==> src/rtl/fetch_pkg.sv <==
// Shared types and constants for the instruction-fetch stage.
// Consumers import fetch_pkg::* for the entry layout and the count-width helper.
package fetch_pkg;

    localparam logic [31:0] PC_INC           = 32'd4;
    localparam logic [31:0] RESET_PC_DEFAULT = 32'h0000_0000;

    typedef struct packed {
        logic [31:0] inst;
        logic [31:0] pc4;
    } fetch_entry_t;

    // Bits needed to hold an occupancy count from 0 up to depth inclusive
    function automatic int unsigned cnt_width(input int unsigned depth);
        return $clog2(depth + 32'd1);
    endfunction

endpackage

==> src/rtl/fetch_fifo.sv <==
// Parameterised synchronous FIFO with push/pop/clear and count/empty status.
// Used both as the instruction queue and as the in-flight tag FIFO.
module fetch_fifo import fetch_pkg::*; #(
    parameter int unsigned WIDTH = 64,
    parameter int unsigned DEPTH = 2,
    parameter int unsigned CW    = cnt_width(DEPTH)
) (
    input  logic             clk,
    input  logic             rst,
    input  logic             clear,
    input  logic             push,
    input  logic [WIDTH-1:0] wdata,
    input  logic             pop,
    output logic [WIDTH-1:0] rdata,
    output logic             empty,
    output logic [CW-1:0]    count
);

    localparam int unsigned AW = $clog2(DEPTH);

    logic [WIDTH-1:0] mem_r [DEPTH];
    logic [AW-1:0]    rd_ptr_r;
    logic [AW-1:0]    wr_ptr_r;
    logic [CW-1:0]    count_r;
    logic             do_push_s;
    logic             do_pop_s;

    // Qualify requests; a push into a full FIFO is accepted only alongside a pop
    always_comb begin
        do_pop_s  = pop & (count_r != {CW{1'b0}});
        do_push_s = push & ((count_r != CW'(DEPTH)) | do_pop_s);
        empty     = (count_r == {CW{1'b0}});
        count     = count_r;
        rdata     = mem_r[rd_ptr_r];
    end

    // Pointer and occupancy bookkeeping
    always_ff @(posedge clk) begin
        if (rst || clear) begin
            rd_ptr_r <= {AW{1'b0}};
            wr_ptr_r <= {AW{1'b0}};
            count_r  <= {CW{1'b0}};
        end else begin
            if (do_push_s) begin
                wr_ptr_r <= wr_ptr_r + AW'(1'b1);
            end
            if (do_pop_s) begin
                rd_ptr_r <= rd_ptr_r + AW'(1'b1);
            end
            case ({do_push_s, do_pop_s})
                2'b10:   count_r <= count_r + CW'(1'b1);
                2'b01:   count_r <= count_r - CW'(1'b1);
                default: count_r <= count_r;
            endcase
        end
    end

    // Entry storage; contents are only observed through count-qualified reads
    always_ff @(posedge clk) begin
        if (do_push_s && !clear && !rst) begin
            mem_r[wr_ptr_r] <= wdata;
        end
    end

endmodule

==> src/rtl/fetch_unit.sv <==
// Instruction-fetch stage: owns the fetch PC, issues req/gnt requests and queues
// in-order responses for IF/ID. Optional macro FETCH_BYPASS_EN adds a response bypass.
module fetch_unit import fetch_pkg::*; #(
    parameter logic [31:0] RESET_PC = RESET_PC_DEFAULT,
    parameter int unsigned QDEPTH   = 2
) (
    input  logic        clk_i,
    input  logic        rst_i,
    input  logic        start_i,
    input  logic        stall_i,
    input  logic        redirect_i,
    input  logic [31:0] redirect_pc_i,
    output logic        imem_req_o,
    output logic [31:0] imem_addr_o,
    input  logic        imem_gnt_i,
    input  logic        imem_rvalid_i,
    input  logic [31:0] imem_rdata_i,
    output logic        inst_valid_o,
    output logic [31:0] inst_o,
    output logic [31:0] pc4_o,
    output logic [31:0] pc_o
);

    localparam int unsigned CW       = cnt_width(QDEPTH);
    localparam logic [CW:0] QDEPTH_W = (CW + 1)'(QDEPTH);

    logic [31:0]   pc_r;
    logic [CW-1:0] discard_r;

    logic [CW:0]   inflight_total_s;
    logic          fire_s;
    logic          resp_s;
    logic          keep_s;
    logic          q_push_s;
    logic          q_pop_s;
    logic          q_empty_s;
    logic [CW-1:0] q_count_s;
    fetch_entry_t  q_wdata_s;
    fetch_entry_t  q_head_s;
    logic          tag_empty_s;
    logic [CW-1:0] tag_count_s;
    logic [31:0]   tag_head_s;
`ifdef FETCH_BYPASS_EN
    logic          bypass_s;
`endif

    // Credit check uses registered counts only, so a pop never frees a slot this cycle
    always_comb begin
        inflight_total_s = {1'b0, tag_count_s} + {1'b0, q_count_s};
        imem_req_o       = start_i & ~redirect_i & ~rst_i & (inflight_total_s < QDEPTH_W);
        imem_addr_o      = pc_r;
        pc_o             = pc_r;
        fire_s           = imem_req_o & imem_gnt_i;
        resp_s           = imem_rvalid_i & ~tag_empty_s;
        keep_s           = resp_s & ~redirect_i & (discard_r == {CW{1'b0}});
        q_pop_s          = ~q_empty_s & ~stall_i & ~redirect_i;
        q_wdata_s        = '{inst: imem_rdata_i, pc4: tag_head_s};
`ifdef FETCH_BYPASS_EN
        bypass_s         = keep_s & q_empty_s;
        q_push_s         = keep_s & ~(bypass_s & ~stall_i);
`else
        q_push_s         = keep_s;
`endif
    end

    // IF/ID view of the queue head (or of the bypassed response when enabled)
    always_comb begin
        if (!q_empty_s) begin
            inst_valid_o = 1'b1;
            inst_o       = q_head_s.inst;
            pc4_o        = q_head_s.pc4;
        end
`ifdef FETCH_BYPASS_EN
        else if (bypass_s) begin
            inst_valid_o = 1'b1;
            inst_o       = imem_rdata_i;
            pc4_o        = tag_head_s;
        end
`endif
        else begin
            inst_valid_o = 1'b0;
            inst_o       = 32'h0000_0000;
            pc4_o        = 32'h0000_0000;
        end
    end

    // Fetch PC: reset, then redirect, then advance on an accepted request
    always_ff @(posedge clk_i) begin
        if (rst_i) begin
            pc_r <= RESET_PC;
        end else if (redirect_i) begin
            pc_r <= redirect_pc_i;
        end else if (fire_s) begin
            pc_r <= pc_r + PC_INC;
        end else begin
            pc_r <= pc_r;
        end
    end

    // Stale-response counter: everything still outstanding after a redirect is dropped
    always_ff @(posedge clk_i) begin
        if (rst_i) begin
            discard_r <= {CW{1'b0}};
        end else if (redirect_i) begin
            discard_r <= resp_s ? (tag_count_s - CW'(1'b1)) : tag_count_s;
        end else if (resp_s && (discard_r != {CW{1'b0}})) begin
            discard_r <= discard_r - CW'(1'b1);
        end else begin
            discard_r <= discard_r;
        end
    end

    fetch_fifo #(
        .WIDTH (32),
        .DEPTH (QDEPTH),
        .CW    (CW)
    ) u_tag_fifo (
        .clk   (clk_i),
        .rst   (rst_i),
        .clear (1'b0),
        .push  (fire_s),
        .wdata (pc_r + PC_INC),
        .pop   (resp_s),
        .rdata (tag_head_s),
        .empty (tag_empty_s),
        .count (tag_count_s)
    );

    fetch_fifo #(
        .WIDTH ($bits(fetch_entry_t)),
        .DEPTH (QDEPTH),
        .CW    (CW)
    ) u_inst_queue (
        .clk   (clk_i),
        .rst   (rst_i),
        .clear (redirect_i),
        .push  (q_push_s),
        .wdata (q_wdata_s),
        .pop   (q_pop_s),
        .rdata (q_head_s),
        .empty (q_empty_s),
        .count (q_count_s)
    );

endmodule

==> config.mk <==
export PLATFORM = sky130hd
export DESIGN_NAME = fetch_unit
export DESIGN_NICKNAME = d
export VERILOG_FILES = /design/src/rtl/fetch_pkg.sv /design/src/rtl/fetch_fifo.sv /design/src/rtl/fetch_unit.sv
export SDC_FILE = /design/constraint.sdc
export NUM_CORES = 1
export LEC_CHECK = 0
export CAP_MARGIN = 20
export CORE_ASPECT_RATIO = 0.5
export CORE_UTILIZATION = 50
export DETAILED_ROUTE_END_ITERATION = 10
export PLACE_DENSITY = 0.81
export RECOVER_POWER = 50
export SLEW_MARGIN = 25
export SYNTH_ARGS = -nofsm -noshare
export SYNTH_HDL_FRONTEND = slang
export SYNTH_SLANG_ARGS = --single-unit
export TNS_END_PERCENT = 20
==> constraint.sdc <==
create_clock -name clk_i -period 22.2 [get_ports clk_i]
set_clock_uncertainty 0.2 [all_clocks]
set_input_delay 3.33 -clock clk_i [delete_from_list [all_inputs] [get_ports clk_i]]
set_output_delay 3.33 -clock clk_i [all_outputs]
set_load 0.02 [all_outputs]
==> out/qor.csv, run 1 <==
stage,metric,value,unit
min_path,hold_class,flip-flop to flip-flop,
route,viasPerCell,5.53,
layout,drive_above_1_share,5.86,%
cts,cts-root-buf,clkbuf_16,
synthesis,synthMuxAreaShare,10.2,%
route,drc,0,
synthesis,ys_warn_count,0,
sta,slew_headroom,-30.8,%
worst_setup_path,reg2reg_slack,18890,ps
global_route,track_usage,21.4,%
placement,io_buffer_count,200,
route,wl,22800,um
floorplanning,ioPinCount,201,
cts,clk_pin_slew,70,ps
synthesis,synth_compound_area_share,4.75,%
sta,holdWs,324,ps
global_route,grt_first_pass_wirelength,35600,um
synthesis,ys_seq_area_share,64.3,%
synthesis,synth-adder-area-share,0.799,%
sta,timing.final.crit_period,9910,ps
layout,layout-area-overhead-vs-synth,26.1,%
sta,report.final.hold_viol_count,0,
layout,final_cell_mix,"edfxtp_1 (192), clkdlybuf4s50_1 (122), nor2_1 (107)",
cts,cts_setup_buffers,0,
layout,layout_commonest_cell,edfxtp_1,
power,leakage,4.32,nW
cts,htreeDepth,1,
cts,cts_tree,built,
layout,diodes,0,
cts,cts_resized,0,
global_route,antenna_found_initial,0,
synthesis,synth_top_family_by_area,simple AND/OR/NAND/NOR gates,
worst_setup_path,critPathKind,primary input to primary output,
job,max_cap_viol_count,2,
cts,clockBufferDepth,3,
layout,fin_util,65.6,%
worst_setup_path,r2r-end,u_tag_fifo.mem_r[0][26]$_DFFE_PP_,
floorplanning,die_x,205,um
cts,cts_hold_buf,0,
worst_setup_path,worstRegToRegCells,4,
power,power_density,82.7,nW/um2
worst_setup_path,worstPathRequired,18670,ps
synthesis,yosys.area_share.simple,11.2,%
power,ir_drop,0.0476,mV
route,ant_nets,0,
floorplanning,rows,36,
route,dr.first_iter.drc_count,510,
route,vias,6753,
route,dr.pass1.iters,5,
synthesis,synth_edf_count,192,
worst_setup_path,r2r-start,imem_addr_o[6]$_SDFFE_PP0P_,
worst_setup_path,endpoint_kind,primary output,
synthesis,synthesis.nets,870,
cts,cts-buffers-inserted,22,
worst_setup_path,path_max_fanout,32,
floorplanning,start_util,52.1,%
worst_setup_path,startpoint_type,primary input,
sta,max_freq,0.101,GHz
sta,period_share,44.6,%
global_route,grt_max_degree,68,
synthesis,ys.flop_type,edfxtp_1,
sta,setup_tns,0,ps
placement,dp_hpwl,14900,um
cts,clk_latency,500,ps
min_path,min-delay-start,u_tag_fifo.rd_ptr_r$_SDFFE_PP0P_,
sta,drv_slew,76,
outcome,violations,"max-capacitance violations, max-slew violations",
synthesis,synth_seq_cells,236,
floorplanning,core-area,19900,um2
cts,clkSinkCount,236,
route,avgRoutedWirePerCell,18.7,um
layout,fillerInstances,1469,
sta,tightest_slew,1960,ps
sta,rsz0062_at_grt,false,
min_path,holdPathStages,2,
synthesis,async_flop_share,0,%
floorplanning,die_h,104,um
synthesis,synth_xor_area_share,3.73,%
sta,setup_viol,0,
outcome,status,"finished, violations left",
worst_setup_path,critPathArrivalTime,6380,ps
placement,gp_congestion,0.832,
layout,fin_nets,1018,
synthesis,synth.avg_cell_area,13.0,um2
synthesis,netlist_area,10300,um2
global_route,grt-ovfl-total,0,
global_route,grt_pass1_vias,6542,
synthesis,netlist_instances,793,
floorplanning,dieArea,21300,um2
synthesis,ys_types,52,
synthesized netlist by cell type, types with 3 or more instances:
cell type | number | share of area [%]
or3_1 | 4 | 0.24
o21ai_0 | 10 | 0.48
nand2b_1 | 3 | 0.18
mux2i_1 | 69 | 6.7
dfxtp_1 | 44 | 8.5
and3_1 | 4 | 0.24
buf_2 | 6 | 0.29
a211oi_1 | 15 | 1.1
inv_1 | 14 | 0.51
a31oi_1 | 3 | 0.18
xor2_1 | 28 | 2.4
a311oi_1 | 7 | 0.59
and4_1 | 4 | 0.34
o211ai_1 | 4 | 0.29
a221o_1 | 3 | 0.29
nor3_1 | 20 | 0.97
nand4_1 | 8 | 0.48
buf_1 | 12 | 0.44
o31ai_1 | 5 | 0.36
ha_1 | 5 | 0.60
nor4b_1 | 3 | 0.25
nor3b_1 | 3 | 0.22
mux2_2 | 32 | 3.5
nor4_1 | 12 | 0.73
buf_4 | 36 | 2.6
nor2_1 | 109 | 4.0
o2111a_1 | 3 | 0.33
nand3_1 | 17 | 0.82
o311a_1 | 3 | 0.29
xnor2_1 | 16 | 1.4
edfxtp_1 | 192 | 56
a21oi_1 | 6 | 0.29
or4_1 | 9 | 0.65
nand2_1 | 30 | 1.1
clkbuf_1 | 33 | 1.2
per-layer routing:
layer / vias to the layer above / global-route usage, % / wire length, um
met3: 34 / 4.34 / 1740
met1: 3269 / 29.9 / 10100
met5: - / 0 / 0
li1: 3181 / - / -
met4: 0 / 4.39 / 318
met2: 269 / 34.8 / 10700
how the worst max path moves through the flow:
stage	from	endpoint	slack, ps	cells after the start
after floorplan	redirect_i	u_inst_queue.mem_r[0][0]$_DFFE_PP_	12860	3
after global placement	redirect_i	imem_req_o	13300	5
after detailed placement	redirect_i	imem_req_o	13280	5
after CTS	redirect_i	imem_req_o	13280	5
after global routing	redirect_i	imem_req_o	12150	5
final	redirect_i	imem_req_o	12290	5
logic make-up after synthesis:
| kind of cell | Yosys count |
|---|---|
| AO/OA/AOI/OAI | 66 |
| AND/OR/NAND/NOR | 237 |
| XOR/XNOR | 44 |
| multiplexers | 101 |
| buffers and inverters | 103 |
| adder cells (fa/ha/maj) | 6 |
| flip-flops | 236 |
sequential cells by signal (all words and copies together), names as in the netlist, named ones only:
signal / flops
u_tag_fifo.count: 2
discard_r: 2
imem_addr_o: 32
u_tag_fifo.mem_r: 64
u_tag_fifo.wr_ptr_r: 1
u_inst_queue.wr_ptr_r: 1
u_inst_queue.count: 2
u_inst_queue.rd_ptr_r: 1
u_inst_queue.mem_r: 128
u_tag_fifo.rd_ptr_r: 1
area by class of cell:
| cell class | count | area [um2] | share of cell area (%) |
|---|---|---|---|
| tap | 266 | 333 | 2.55 |
| clock buffer | 30 | 602 | 4.62 |
| sequential | 236 | 6650 | 51.0 |
| multi-input combinational | 454 | 3170 | 24.3 |
| timing repair buffer | 212 | 2100 | 16.1 |
| clock inverter | 8 | 123 | 0.941 |
| inverter | 15 | 56.3 | 0.432 |
report_power, final:
part           internal [mW]  total (mW)  switching (mW)  leakage (nW)
registers              0.507       0.524          0.0162          2.10
logic                 0.0768       0.175          0.0977          1.87
clock network          0.226       0.381           0.155         0.344
total                  0.810        1.08           0.269          4.32
per-stage QoR:
stage / setup WS (ps) / total power, mW / instances / cell area (um2)
2_1_floorplan: 12860 / 0.646 / 793 / 10300
3_3_place_gp: 13300 / 0.707 / 1182 / 12300
3_5_place_dp: 13280 / 0.713 / 1183 / 12300
4_1_cts: 13280 / 1.09 / 1221 / 13100
5_1_grt: 12150 / 1.12 / 1221 / 13000
6_report: 12290 / 1.08 / 1221 / 13000
critical path, stage by stage:
cell and delay [ps]:
dlygate4sd3_1 520, clkbuf_1 1070, or2_0 750, nor4b_1 110, clkdlybuf4s50_1 570
No activity file was read; power rests on OpenSTA's default activity.
==> run 2, diff against run 1 <==
==> constraint.sdc (replaced) <==
create_clock -name clk_i -period 10.25 [get_ports clk_i]
set_clock_uncertainty 0.2 [all_clocks]
set_input_delay 1.5375 -clock clk_i [delete_from_list [all_inputs] [get_ports clk_i]]
set_output_delay 1.5375 -clock clk_i [all_outputs]
set_load 0.02 [all_outputs]
==> out/qor.csv, run 2 (synthesis gave the netlist of run 1 again) <==
stage,metric,value,unit
floorplanning,die_h,104,um
worst_setup_path,startpoint_type,primary input,
layout,top_register,u_inst_queue.mem_r,
worst_setup_path,worstPathCellList,dlygate4sd3_1 -> clkbuf_1 -> or2_0 -> nor4b_1 -> clkdlybuf4s50_1,
layout,fin_nets,1018,
power,clkPwrFrac,34.1,%
worst_setup_path,endpoint_kind,primary output,
sta,period_share,62.1,%
worst_setup_path,max_stage_delay,1100,ps
global_route,track_usage,21.5,%
floorplanning,ioPinCount,201,
power,power_density,177,nW/um2
global_route,met3_usage,3.49,%
cts,cts_tree,built,
route,dr.pass1.iters,5,
worst_setup_path,crit_buf_inv,3,
placement,gp_congestion,0.842,
global_route,grt.busiest_layer,met2,
cts,cts_setup_buffers,0,
floorplanning,die_x,205,um
cts,clk_pin_slew,60,ps
cts,htreeDepth,1,
cts,cts_resized,0,
power,intPower,1.70,mW
placement,placed_area,12300,um2
layout,layout_commonest_cell,edfxtp_1,
global_route,grt_pass1_vias,6314,
placement,dp_hpwl,15100,um
sta,setup_tns,0,ps
cts,cts-buffers-inserted,22,
worst_setup_path,critPathKind,primary input to primary output,
power,ir_drop,0.133,mV
route,viasPerCell,5.56,
power,p_total,2.30,mW
power,leakage,4.32,nW
sta,tightest_slew,1870,ps
worst_setup_path,path_max_fanout,32,
worst_setup_path,reg2reg_slack,6870,ps
sta,report.final.hold_viol_count,0,
global_route,grt_first_pass_wirelength,35700,um
floorplanning,start_util,52.1,%
route,dr.first_iter.drc_count,473,
sta,timing.final.crit_period,6360,ps
global_route,grt-ovfl-total,0,
floorplanning,dieArea,21300,um2
layout,layout-area-overhead-vs-synth,25.5,%
global_route,met2_usage,34.1,%
outcome,status,"finished, violations left",
route,vias,6790,
global_route,grt_util_met1,31.3,%
cts,clkSinkCount,236,
placement,io_buffer_count,200,
route,ant_nets,0,
power,comb_power_share,16.5,%
power,p_seq_share,49.4,%
sta,setup_viol,0,
job,max_cap_viol_count,2,
worst_setup_path,cp_slowest_cell,clkbuf_1,
power,switchingPower,595,uW
outcome,violations,"max-capacitance violations, max-slew violations",
route,wl,23300,um
route,drc,0,
sta,drv_slew,66,
cts,cts-root-buf,clkbuf_16,
worst_setup_path,worstPathRequired,8510,ps
global_route,grt_max_degree,68,
layout,design_area,13000,um2
min_path,hold_class,flip-flop to flip-flop,
sta,rsz0062_at_grt,false,
route,avgRoutedWirePerCell,19.1,um
layout,largest_reg_flops,128,
cts,clockBufferDepth,3,
worst_setup_path,cp_top_family,buffers and inverters,
floorplanning,rows,36,
layout,final_cell_mix,"edfxtp_1 (192), clkdlybuf4s50_1 (117), nor2_1 (107)",
sta,slew_headroom,-24.7,%
sta,max_freq,0.157,GHz
layout,drive_above_1_share,5.45,%
cts,clk_latency,510,ps
global_route,antenna_found_initial,0,
power,swShare,25.9,%
cts,cts_hold_buf,0,
floorplanning,core-area,19900,um2
worst_setup_path,critPathArrivalTime,4630,ps
[run 2: cell types whose count changed in the layout (fill, tap and decap cells not counted), sizes merged, moves of 2 or more]
cell,before,now
bufinv,3,1
clkbuf,33,30
clkdlybuf4s50,122,117
clkinv,3,10
dlygate4sd3,78,83
[run 2: path summary, 6_finish.rpt]
path / start / depth (start not counted) / to
worst max-delay path: redirect_i / 5 / imem_req_o
worst min-delay path: u_tag_fifo.rd_ptr_r$_SDFFE_PP0P_ / 2 / flip-flop
worst min register to register: u_tag_fifo.rd_ptr_r$_SDFFE_PP0P_ / 2 / flip-flop
worst max register to register: imem_addr_o[6]$_SDFFE_PP0P_ / 4 / u_tag_fifo.mem_r[0][30]$_DFFE_PP_
[run 2: worst min-delay path, stage by stage (launching register included)]
cell,delay [ps]
dfxtp_1,320
xnor2_1,80
nor2_1,90
[run 2: per-stage QoR]
stage / instances / hold slack [ps] / setup slack, ps / utilization (%)
after floorplan: 793 / 271 / 2700 / -
after global placement: 1183 / 291 / 4940 / 62.0
after detailed placement: 1183 / 308 / 4830 / 62.0
after CTS: 1221 / 323 / 4840 / 65.5
after global routing: 1221 / 350 / 3730 / 65.3
final: 1222 / 329 / 3890 / 65.3
[run 2: power groups by stage]
stage          Clock (mW)  Sequential, mW  Combinational, mW
3_3_place_gp            0            1.15              0.380
3_5_place_dp            0            1.15              0.391
2_1_floorplan           0            1.15              0.248
6_report            0.782            1.13              0.379
4_1_cts             0.795            1.13              0.397
5_1_grt             0.831            1.14              0.408
[run 2: final cells by class]
| type | instances | area [um2] |
|---|---|---|
| diodes | 1 | 2.50 |
| clock buffers | 27 | 591 |
| clock inverters | 11 | 95.1 |
| fillers | 1466 | 6880 |
| inverters | 15 | 56.3 |
| multi-input cells | 454 | 3170 |
| flip-flops and latches | 236 | 6650 |
| well taps | 266 | 333 |
| repair buffers | 212 | 2080 |
[run 2: layer usage]
layer	up-vias	wire [um]
met5	-	0
met4	0	368
met3	32	1670
met2	268	10900
met1	3318	10300
li1	3172	-
